## src/rtl/ovf_exc_ctrl.sv

```systemverilog
// ==========================================================================
//  Module      : ovf_exc_ctrl
//  Description : Traps on an enabled ALU signed overflow. It kills the
//                writeback, saves EPC/Cause, redirects to the handler, and
//                returns to EPC on ERET.
//  Revision    : 1.0 - initial release
// ==========================================================================
`default_nettype none

module ovf_exc_ctrl #(
   parameter logic [31:0] HANDLER_ADDR = 32'h0000_0180,
   parameter logic [4:0]  EXC_CODE_OV  = 5'd12,
   parameter int          CNT_W        = 16
) (
   input  logic             clk,
   input  logic             rst_n,
   input  logic             alu_valid,
   input  logic             overflow,
   input  logic             ov_enable,
   input  logic [31:0]      pc_current,
   input  logic             eret,
   output logic             exc_flush,
   output logic             pc_redirect,
   output logic [31:0]      redirect_pc,
   output logic [31:0]      epc,
   output logic [31:0]      cause,
   output logic             in_handler,
   output logic             missed_ovf,
   output logic [CNT_W-1:0] trap_count
);

   typedef enum logic [1:0] {
      S_IDLE    = 2'd0,
      S_TRAP    = 2'd1,
      S_HANDLER = 2'd2,
      S_RETURN  = 2'd3
   } state_t;

   state_t           state_q, state_d;
   logic [31:0]      epc_q, epc_d;
   logic [31:0]      cause_q, cause_d;
   logic [CNT_W-1:0] cnt_q, cnt_d;
   logic             missed_q, missed_d;
   logic             redir_q, redir_d;
   logic [31:0]      rpc_q, rpc_d;
   logic             inh_q, inh_d;

   logic             w_ov_seen;
   logic             w_trig;

   assign w_ov_seen = alu_valid & overflow;
   // Flush is gated by reset so a held-in-reset core never drops a write.
   assign w_trig    = rst_n & w_ov_seen & ov_enable & (state_q == S_IDLE);

   always_comb begin
      state_d  = state_q;
      epc_d    = epc_q;
      cause_d  = cause_q;
      cnt_d    = cnt_q;
      missed_d = missed_q;
      unique case (state_q)
         S_IDLE: begin
            if (w_trig) begin
               state_d = S_TRAP;
               epc_d   = pc_current;
               cause_d = {25'b0, EXC_CODE_OV, 2'b00};
               if (cnt_q != {CNT_W{1'b1}}) begin
                  cnt_d = cnt_q + 1'b1;
               end
            end
         end
         S_TRAP: begin
            state_d = S_HANDLER;
         end
         S_HANDLER: begin
            if (w_ov_seen) missed_d = 1'b1;
            if (eret) state_d = S_RETURN;
         end
         S_RETURN: begin
            if (w_ov_seen) missed_d = 1'b1;
            state_d = S_IDLE;
         end
         default: begin
            state_d = S_IDLE;
         end
      endcase

      // Redirect outputs are decoded from the upcoming state so they appear
      // registered in the cycle that state is occupied.
      redir_d = (state_d == S_TRAP) || (state_d == S_RETURN);
      inh_d   = (state_d != S_IDLE);
      rpc_d   = '0;
      if (state_d == S_TRAP) begin
         rpc_d = HANDLER_ADDR;
      end else if (state_d == S_RETURN) begin
         rpc_d = epc_d;
      end
   end

   always_ff @(posedge clk) begin
      if (!rst_n) begin
         state_q  <= S_IDLE;
         epc_q    <= '0;
         cause_q  <= '0;
         cnt_q    <= '0;
         missed_q <= 1'b0;
         redir_q  <= 1'b0;
         rpc_q    <= '0;
         inh_q    <= 1'b0;
      end else begin
         state_q  <= state_d;
         epc_q    <= epc_d;
         cause_q  <= cause_d;
         cnt_q    <= cnt_d;
         missed_q <= missed_d;
         redir_q  <= redir_d;
         rpc_q    <= rpc_d;
         inh_q    <= inh_d;
      end
   end

   assign exc_flush   = w_trig;
   assign pc_redirect = redir_q;
   assign redirect_pc = rpc_q;
   assign epc         = epc_q;
   assign cause       = cause_q;
   assign in_handler  = inh_q;
   assign missed_ovf  = missed_q;
   assign trap_count  = cnt_q;

endmodule

`default_nettype wire

```

## config.mk

```make
export PLATFORM = sky130hd
export DESIGN_NAME = ovf_exc_ctrl
export DESIGN_NICKNAME = d
export VERILOG_FILES = /design/src/rtl/ovf_exc_ctrl.sv
export SDC_FILE = /design/constraint.sdc
export NUM_CORES = 1
export LEC_CHECK = 0
export ABC_AREA = 1
export ABC_CLOCK_PERIOD_IN_PS = 2100
export CAP_MARGIN = 30
export CORE_ASPECT_RATIO = 1.25
export CORE_UTILIZATION = 42
export DETAILED_ROUTE_END_ITERATION = 8
export GPL_TIMING_DRIVEN = 0
export PLACE_DENSITY_LB_ADDON = 0.1
export SETUP_SLACK_MARGIN = 0.3
export SKIP_LAST_GASP = 1
export SYNTH_ARGS = -nofsm -noshare
export SYNTH_HDL_FRONTEND = slang
export SYNTH_SLANG_ARGS = --single-unit
export TNS_END_PERCENT = 20
```

## constraint.sdc

```tcl
create_clock -name clk -period 2.1 [get_ports clk]
set_input_delay 0.63 -clock clk [delete_from_list [all_inputs] [get_ports clk]]
set_output_delay 0.63 -clock clk [all_outputs]
set_load 0.03 [all_outputs]
```

### Word level (Yosys, flattened, before mapping)

Index checks and enable logic that the tools add are counted.

| operators by class | value |
|---|---|
| add/subtract/negate cells | 1 |
| equal/unequal tests | 6 |
| muxes and demuxes | 7 |
| bitwise logic cells | 6 |
| reductions and logical operators | 8 |

Operators by type and width:

| cell | number |
|---|---|
| two-way mux 32 bit | 2 |
| two-way mux 9 bit | 2 |
| adder 16 x 1 -> 16 bit, second input constant | 1 |
| inequality test 16 bit, second input constant | 1 |
| one-hot mux 2 bit (4 select lines) | 1 |
| == test 2 bit, second input constant | 3 |
| bitwise AND 1 bit | 4 |
| == test 2 x 1 -> 1 bit, second input constant | 2 |
| two-way mux 2 bit | 2 |
| AND reduction 2 bit | 2 |
| AND reduction 3 bit | 1 |
| OR reduction 3 bit | 1 |
| zero test 2 bit | 1 |
| inverter 1 bit | 2 |
| nonzero test 2 bit | 1 |
| OR reduction 2 bit | 1 |
| logical OR 1 bit | 1 |

| storage, ports and cells | value |
|---|---|
| flip-flop bits (word level) | 86 |
| bits of input ports | 38 |
| output and inout bits | 116 |
| word-level logic and storage cells | 37 |

### Logic depth before layout (Yosys ltp)

Gate-level depths: netlist (run 1).

| logic depth | value |
|---|---|
| word-level depth | 9 |
| gate-level depth with buffers | 11 |
| mapped depth without buffers | 10 |

### Worst setup path before layout (run 1)

No wires, ideal clock.

| path | value |
|---|---|
| path type | input to output |
| from | in rst_n |
| to | out exc_flush |
| data arrival time | 1,271 ps |
| required time | 1,470 ps |
| setup slack | 199 ps |
| stages on the path | 4 |
| path buffers | 2 |
| path through | buf_4 -> nand3_4 -> nor2_8 -> buf_4 |

| between the ends | value |
|---|---|
| cells in the longest elaborated chain, start to end | 3 |

Ends and longest elaborated chain:

| element | line | source |
|---|---|---|
| start, declared | 16 | `input logic rst_n,` |
| bitwise AND 1 bit (3 in series) | 53 | `assign w_trig = rst_n & w_ov_seen & ov_enable & (state_q == S_IDLE);` |
| end, declared | 22 | `output logic exc_flush,` |

Every way passes these cells.

### Worst setup path in the final report (run 1)

| path | value |
|---|---|
| from | reg state_q[0] |
| to | out exc_flush |

| between the ends | value |
|---|---|
| cells in the longest elaborated chain, start to end | 2 |

Ends and longest elaborated chain:

| element | line | source |
|---|---|---|
| start, declared | 39 | `state_t state_q, state_d;` |
| start signal, assigned | 111 | `state_q <= state_d;` |
| zero test 2 bit | 53 |  |
| bitwise AND 1 bit | 53 |  |

Every way passes these cells.

==> impl_metrics.tcl, run 1 <==
set metrics [dict create \
    crit_path_end_kind "primary output" \
    antenna_found_initial 0 \
    via_per_inst 4.45 \
    grt_pass1_vias 2708 \
    die_w_um 82.8 \
    ys_types 25 \
    clock_latency_ns 0.34 \
    multi_input_area_mm2 0.00142 \
    ioPinCount 154 \
    regArea_mm2 0.00172 \
    setup_viol 0 \
    tns_ns 0 \
    fmax_mhz 503 \
    grt_first_pass_wirelength_um 12500 \
    grtUsageMet2_pct 33.4 \
    drcViolationCount 0 \
    p_leak_nw 2.54 \
    cp.arrival_ns 1.36 \
    critPathMaxFanout 4 \
    die_area_mm2 0.00854 \
    cts_sinks 86 \
    synth-seq-cells 86 \
    period_needed_ns 1.99 \
    dpl_cell_area_mm2 0.00490 \
    cap_violations 0 \
    vias 2913 \
    hp-class "reg2reg" \
    hold_viol 0 \
    finalCritPeriodShare_pct 94.7 \
    rows 36 \
    required_ns 1.47 \
    synth_area_mm2 0.00343 \
    routed_wl_um 7830 \
    cts_buffer_depth 2 \
    rsz0062_at_grt "true" \
    drt_iter0_markers 66 \
    routabilityCongestion 0.803 \
    grt_use_met1_pct 19.6 \
    layout_setup_ws_ns 0.111 \
    htree_levels 3 \
    grt_overflow_total 0 \
    ir_worst_vdd_mv 0.533 \
    finalInstanceArea_mm2 0.00522 \
    start_util_pct 43.8 \
    ctsRootBufferMaster "clkbuf_8" \
    syn_to_final_growth_pct 52.3 \
    finClkSkew_ns 0.00460 \
    globalRouteMet3Util_pct 5.76 \
    final_nets 598 \
    busiest_layer "met2" \
    diodes 0 \
    start_kind "flop" \
    cts_buffers 9 \
    gr-usage-all-layers_pct 18.5 \
    wl_per_cell_um 12.0 \
    dpl.cell_count 634 \
    power.density_mw_per_mm2 737 \
    dp_slack_ns -0.892 \
    synth_area_per_cell_um2 8.84 \
    hpwl_um 5780 \
    synth_warnings 0 \
    die_h_um 103 \
    drive_gt1_share_pct 17.4 \
    coreArea_mm2 0.00784 \
    finalNonFillerCells 654 \
    grt_max_degree 14 \
    synthCells 388 \
    final_common_cell "dfxtp_1" \
    clk_pin_slew_worst_paths_ns 0.08 \
    ys_seq_area_share_pct 50.2 \
    criticalPathCategory "reg2out" \
    layout_common_cells "dfxtp_1, nor2_1, clkdlybuf4s50_1, nand2_1, buf_4" \
    dr.pass1.iters 5 \
    drv_slew 0 \
    cts_tree "yes" \
    ant_nets 0 \
    fill_cells 685 \
    status "finished clean" \
    io_buffers 122 \
    total_power_mw 3.85 \
]
[flip-flops by register name, summed over array words and instances, names as in the netlist]
| register | flops |
|---|---|
| cause | 1 |
| epc | 32 |
| in_handler | 1 |
| missed_ovf | 1 |
| pc_redirect | 1 |
| redirect_pc | 32 |
| state_q | 2 |
| trap_count | 16 |
[metrics by stage]
step           hold slack (ns)  utilization [%]
4_1_cts                  0.472             65.5
3_5_place_dp             0.461             62.6
3_3_place_gp             0.457             62.6
6_report                 0.469             66.7
2_1_floorplan            0.577                -
5_1_grt                  0.500             66.7
[worst max-delay path: stages, from the launching register on]
cell and delay (ns):
dfxtp_1 0.38, inv_2 0.08, ha_4 0.17, nand3_4 0.10, nor2_8 0.04, buf_12 0.12, buf_8 0.12
[layout make-up]
class	count	area share [%]
well taps	95	2.28
multi-input cells	265	27.1
clock buffers	13	3.23
repair buffers	127	25.2
clock inverters	2	0.743
inverters	22	1.63
flip-flops and latches	86	33.0
plain buffers	44	6.80
[routing by layer]
| metal | share of wire [%] | up-vias |
|---|---|---|
| li1 | - | 1487 |
| met2 | 51 | 87 |
| met1 | 40 | 1328 |
| met4 | 1.6 | 0 |
| met5 | 0 | - |
| met3 | 7.3 | 11 |
[logic make-up after synthesis]
group / Yosys count / synth area share [%]
xor+xnor: 6 / 1.53
other cells: 1 / 0.109
flops: 86 / 50.2
compound gates: 20 / 2.92
fa+ha+maj: 5 / 1.82
simple gates: 172 / 22.0
buf+inv: 66 / 12.1
mux: 32 / 9.34
[power breakdown]
group          switching (mW)  leakage [nW]  internal [mW]  total (mW)
sequential             0.0411         0.695           1.71        1.75
combinational           0.510          1.73          0.379       0.889
clock                   0.563         0.106          0.647        1.21
[cells in the mapped netlist]
| master | instances | share of area [%] |
|---|---|---|
| conb_1 | 1 | 0.11 |
| nand4_1 | 5 | 0.91 |
| buf_4 | 36 | 7.9 |
| xnor2_1 | 3 | 0.77 |
| ha_1 | 5 | 1.8 |
| clkbuf_1 | 4 | 0.44 |
| clkinv_1 | 1 | 0.11 |
| a21oi_1 | 14 | 2.0 |
| nand3_1 | 5 | 0.73 |
| inv_2 | 2 | 0.22 |
| inv_1 | 18 | 2.0 |
| nor2_4 | 2 | 0.66 |
| nor2_8 | 1 | 0.58 |
| nand2_1 | 65 | 7.1 |
| dfxtp_1 | 86 | 50 |
| nand3_4 | 1 | 0.51 |
| mux2i_1 | 32 | 9.3 |
| nor2_1 | 78 | 8.5 |
| nor2_2 | 12 | 2.2 |
| nand3_2 | 2 | 0.58 |
| o21ai_0 | 6 | 0.88 |
| inv_4 | 1 | 0.18 |
| nand2_2 | 1 | 0.18 |
| xor2_1 | 3 | 0.77 |
| buf_6 | 4 | 1.3 |
[repair_timing]
action | 4_1_cts | 5_1_grt
hold buffers | 0 | 0
pin swaps | 2 | 0
resized for setup | 67 | 26
endpoints found under the setup margin | 148 | 127
buffers inserted | 3 | 2
[final timing paths]
| kind | slack (ns) | endpoint | from | cells after the start |
|---|---|---|---|---|
| setup / recovery | 0.11 | exc_flush | state_q[0] | 6 |
| hold / removal | 0.47 | cause[4] | cause[4] | 2 |
| hold reg to reg | 0.47 | cause[4] | cause[4] | 2 |
| setup reg to reg | 0.32 | trap_count[6] | trap_count[0] | 10 |
Note: power is estimated with default switching activity, not from simulation.
==> run 2: changes to the inputs <==
--- a/config.mk
+++ b/config.mk
@@ -6,12 +6,12 @@
 export NUM_CORES = 1
 export LEC_CHECK = 0
 export ABC_AREA = 1
-export ABC_CLOCK_PERIOD_IN_PS = 2100
+export ABC_CLOCK_PERIOD_IN_PS = 2150
 export CAP_MARGIN = 30
-export CORE_ASPECT_RATIO = 1.25
 export CORE_UTILIZATION = 42
 export DETAILED_ROUTE_END_ITERATION = 8
 export GPL_TIMING_DRIVEN = 0
+export HOLD_SLACK_MARGIN = 0.06
 export PLACE_DENSITY_LB_ADDON = 0.1
 export SETUP_SLACK_MARGIN = 0.3
 export SKIP_LAST_GASP = 1
==> constraint.sdc (replaced) <==
create_clock -name clk -period 2.15 [get_ports clk]
set_input_delay 0.645 -clock clk [delete_from_list [all_inputs] [get_ports clk]]
set_output_delay 0.645 -clock clk [all_outputs]
set_load 0.03 [all_outputs]
==> impl_metrics.tcl, run 2 (synthesized netlist as in run 1, its figures left out) <==
set metrics [dict create \
    p_clk_share_pct 31.5 \
    crit_path_end_kind "primary output" \
    r2r_start "trap_count[0]" \
    grt_first_pass_wirelength_um 12600 \
    cpLargestDelayFamily "buffers and inverters" \
    critPathMaxFanout 2 \
    rrSetupSlack_ns 0.32 \
    drcViolationCount 0 \
    p_switching_mw 1.15 \
    drive_gt1_share_pct 16.3 \
    final_nets 596 \
    p_leak_nw 2.55 \
    slowest_delay_ns 0.67 \
    dr.pass1.iters 4 \
    ctsRootBufferMaster "clkbuf_8" \
    clk_pin_slew_worst_paths_ns 0.09 \
    holdPathEnd "cause[4]" \
    drv_slew 0 \
    cts_sinks 86 \
    setup_viol 0 \
    routabilityCongestion 0.817 \
    routed_wl_um 7930 \
    hold_path_depth 2 \
    layout_common_cells "dfxtp_1, nor2_1, clkdlybuf4s50_1, nand2_1, buf_4" \
    start_util_pct 43.9 \
    vias 2874 \
    dpl.cell_count 641 \
    final_common_cell "dfxtp_1" \
    via_per_inst 4.35 \
    path_depth 1 \
    grt_pass1_vias 2684 \
    die_h_um 92.4 \
    tns_ns 0 \
    ir_worst_vdd_mv 0.551 \
    seq_power_share_pct 45.7 \
    ctsHoldBuffers 0 \
    hold_start "cause[4]" \
    diodes 0 \
    cts_buffers 9 \
    grt_overflow_total 0 \
    startpoint "epc[21]" \
    drt_iter0_markers 75 \
    fmax_mhz 500 \
    antenna_found_initial 0 \
    worst_path_max_delay_cell "clkdlybuf4s50_1" \
    status "finished clean" \
    regArea_mm2 0.00172 \
    die_area_mm2 0.00853 \
    cp.buffers_inverters 1 \
    ioPinCount 154 \
    power.density_mw_per_mm2 717 \
    io_buffers 122 \
    crit_chain "clkdlybuf4s50_1" \
    wl_per_cell_um 12.0 \
    htree_levels 3 \
    gr-usage-all-layers_pct 18.9 \
    finalNonFillerCells 660 \
    criticalPathCategory "reg2out" \
    cts_buffer_depth 2 \
    ant_nets 0 \
    fill_cells 653 \
    period_needed_ns 2.00 \
    syn_to_final_growth_pct 51.5 \
    hp-class "reg2reg" \
    grt_max_degree 17 \
    tightest_slew_ns 0.501 \
    hold_viol 0 \
    coreArea_mm2 0.00781 \
    multi_input_area_mm2 0.00142 \
    switching_share_pct 30.9 \
    rsz0062_at_grt "true" \
    die_w_um 92.4 \
    required_ns 1.50 \
    start_kind "flop" \
    rr_endpoint "trap_count[5]" \
    clock_latency_ns 0.35 \
    combinationalPowerShare_pct 22.8 \
    hpwl_um 5860 \
    cts_tree "yes" \
    finalCritPeriodShare_pct 93.1 \
    cap_violations 0 \
    slew_headroom_pct 66.6 \
    finClkSkew_ns 0.00927 \
    p_int_mw 2.58 \
    rows 32 \
    cp.arrival_ns 1.36 \
    r2r.worst_path.cells 10 \
]
## run 2: changes by cell type in the layout (fill, tap and decap cells not counted), sizes merged
cell           change
buf                -2
clkbuf             -4
clkdlybuf4s15      -3
clkdlybuf4s50      -1
clkinv             +1
clkinvlp           +2
dlygate4sd2        +3
dlymetal6s2s       +1
inv                +2
## run 2: timing repair
item,CTS,global route
resized for setup,57,28
setup buffers,3,0
endpoints found under the setup margin,145,131
pin swaps,2,0
## run 2: stage by stage
stage	power, mW	setup WS, ns	utilization (%)	hold WS, ns	cell area, µm²
2_1_floorplan	2.30	0.301	-	0.577	3560
3_3_place_gp	2.57	-0.848	62.8	0.450	4900
3_5_place_dp	2.58	-0.850	62.8	0.469	4900
4_1_cts	3.74	0.0389	65.6	0.479	5120
5_1_grt	3.90	0.0606	66.6	0.502	5200
6_report	3.73	0.148	66.6	0.475	5200
## run 2: worst max path at each step
stage | to
after floorplan | exc_flush
after CTS | exc_flush
after global placement | exc_flush
after global routing | exc_flush
after detailed placement | exc_flush
final | epc[21]
## run 2: worst min-delay path, cell delays in order, from the launching register on
cell	delay, ns
dfxtp_1	0.33
nand2_1	0.06
nand2_1	0.04
## run 2: cell type report
class	instances	area share, %
flip-flops and latches	86	33.1
multi-input cells	265	27.3
repair buffers	125	24.9
plain buffers	44	6.67
well taps	102	2.46
clock buffers	9	2.38
inverters	22	1.64
clock inverters	7	1.56
## run 2: power groups by stage
| stage | logic, mW | clock network, mW | registers, mW |
|---|---|---|---|
| 2_1_floorplan | 0.442 | 0 | 1.86 |
| 3_3_place_gp | 0.825 | 0 | 1.74 |
| 3_5_place_dp | 0.837 | 0 | 1.74 |
| 4_1_cts | 0.831 | 1.20 | 1.71 |
| 5_1_grt | 0.915 | 1.27 | 1.72 |
| 6_report | 0.849 | 1.17 | 1.71 |
## run 2: per-layer routing
| metal | routed length, µm | global-route usage, % | part of all wire, % |
|---|---|---|---|
| met5 | 0 | 0 | 0 |
| met4 | 86 | 5.86 | 1.1 |
| met3 | 837 | 8.70 | 11 |
| met2 | 3810 | 31.6 | 48 |
| met1 | 3200 | 21.5 | 40 |
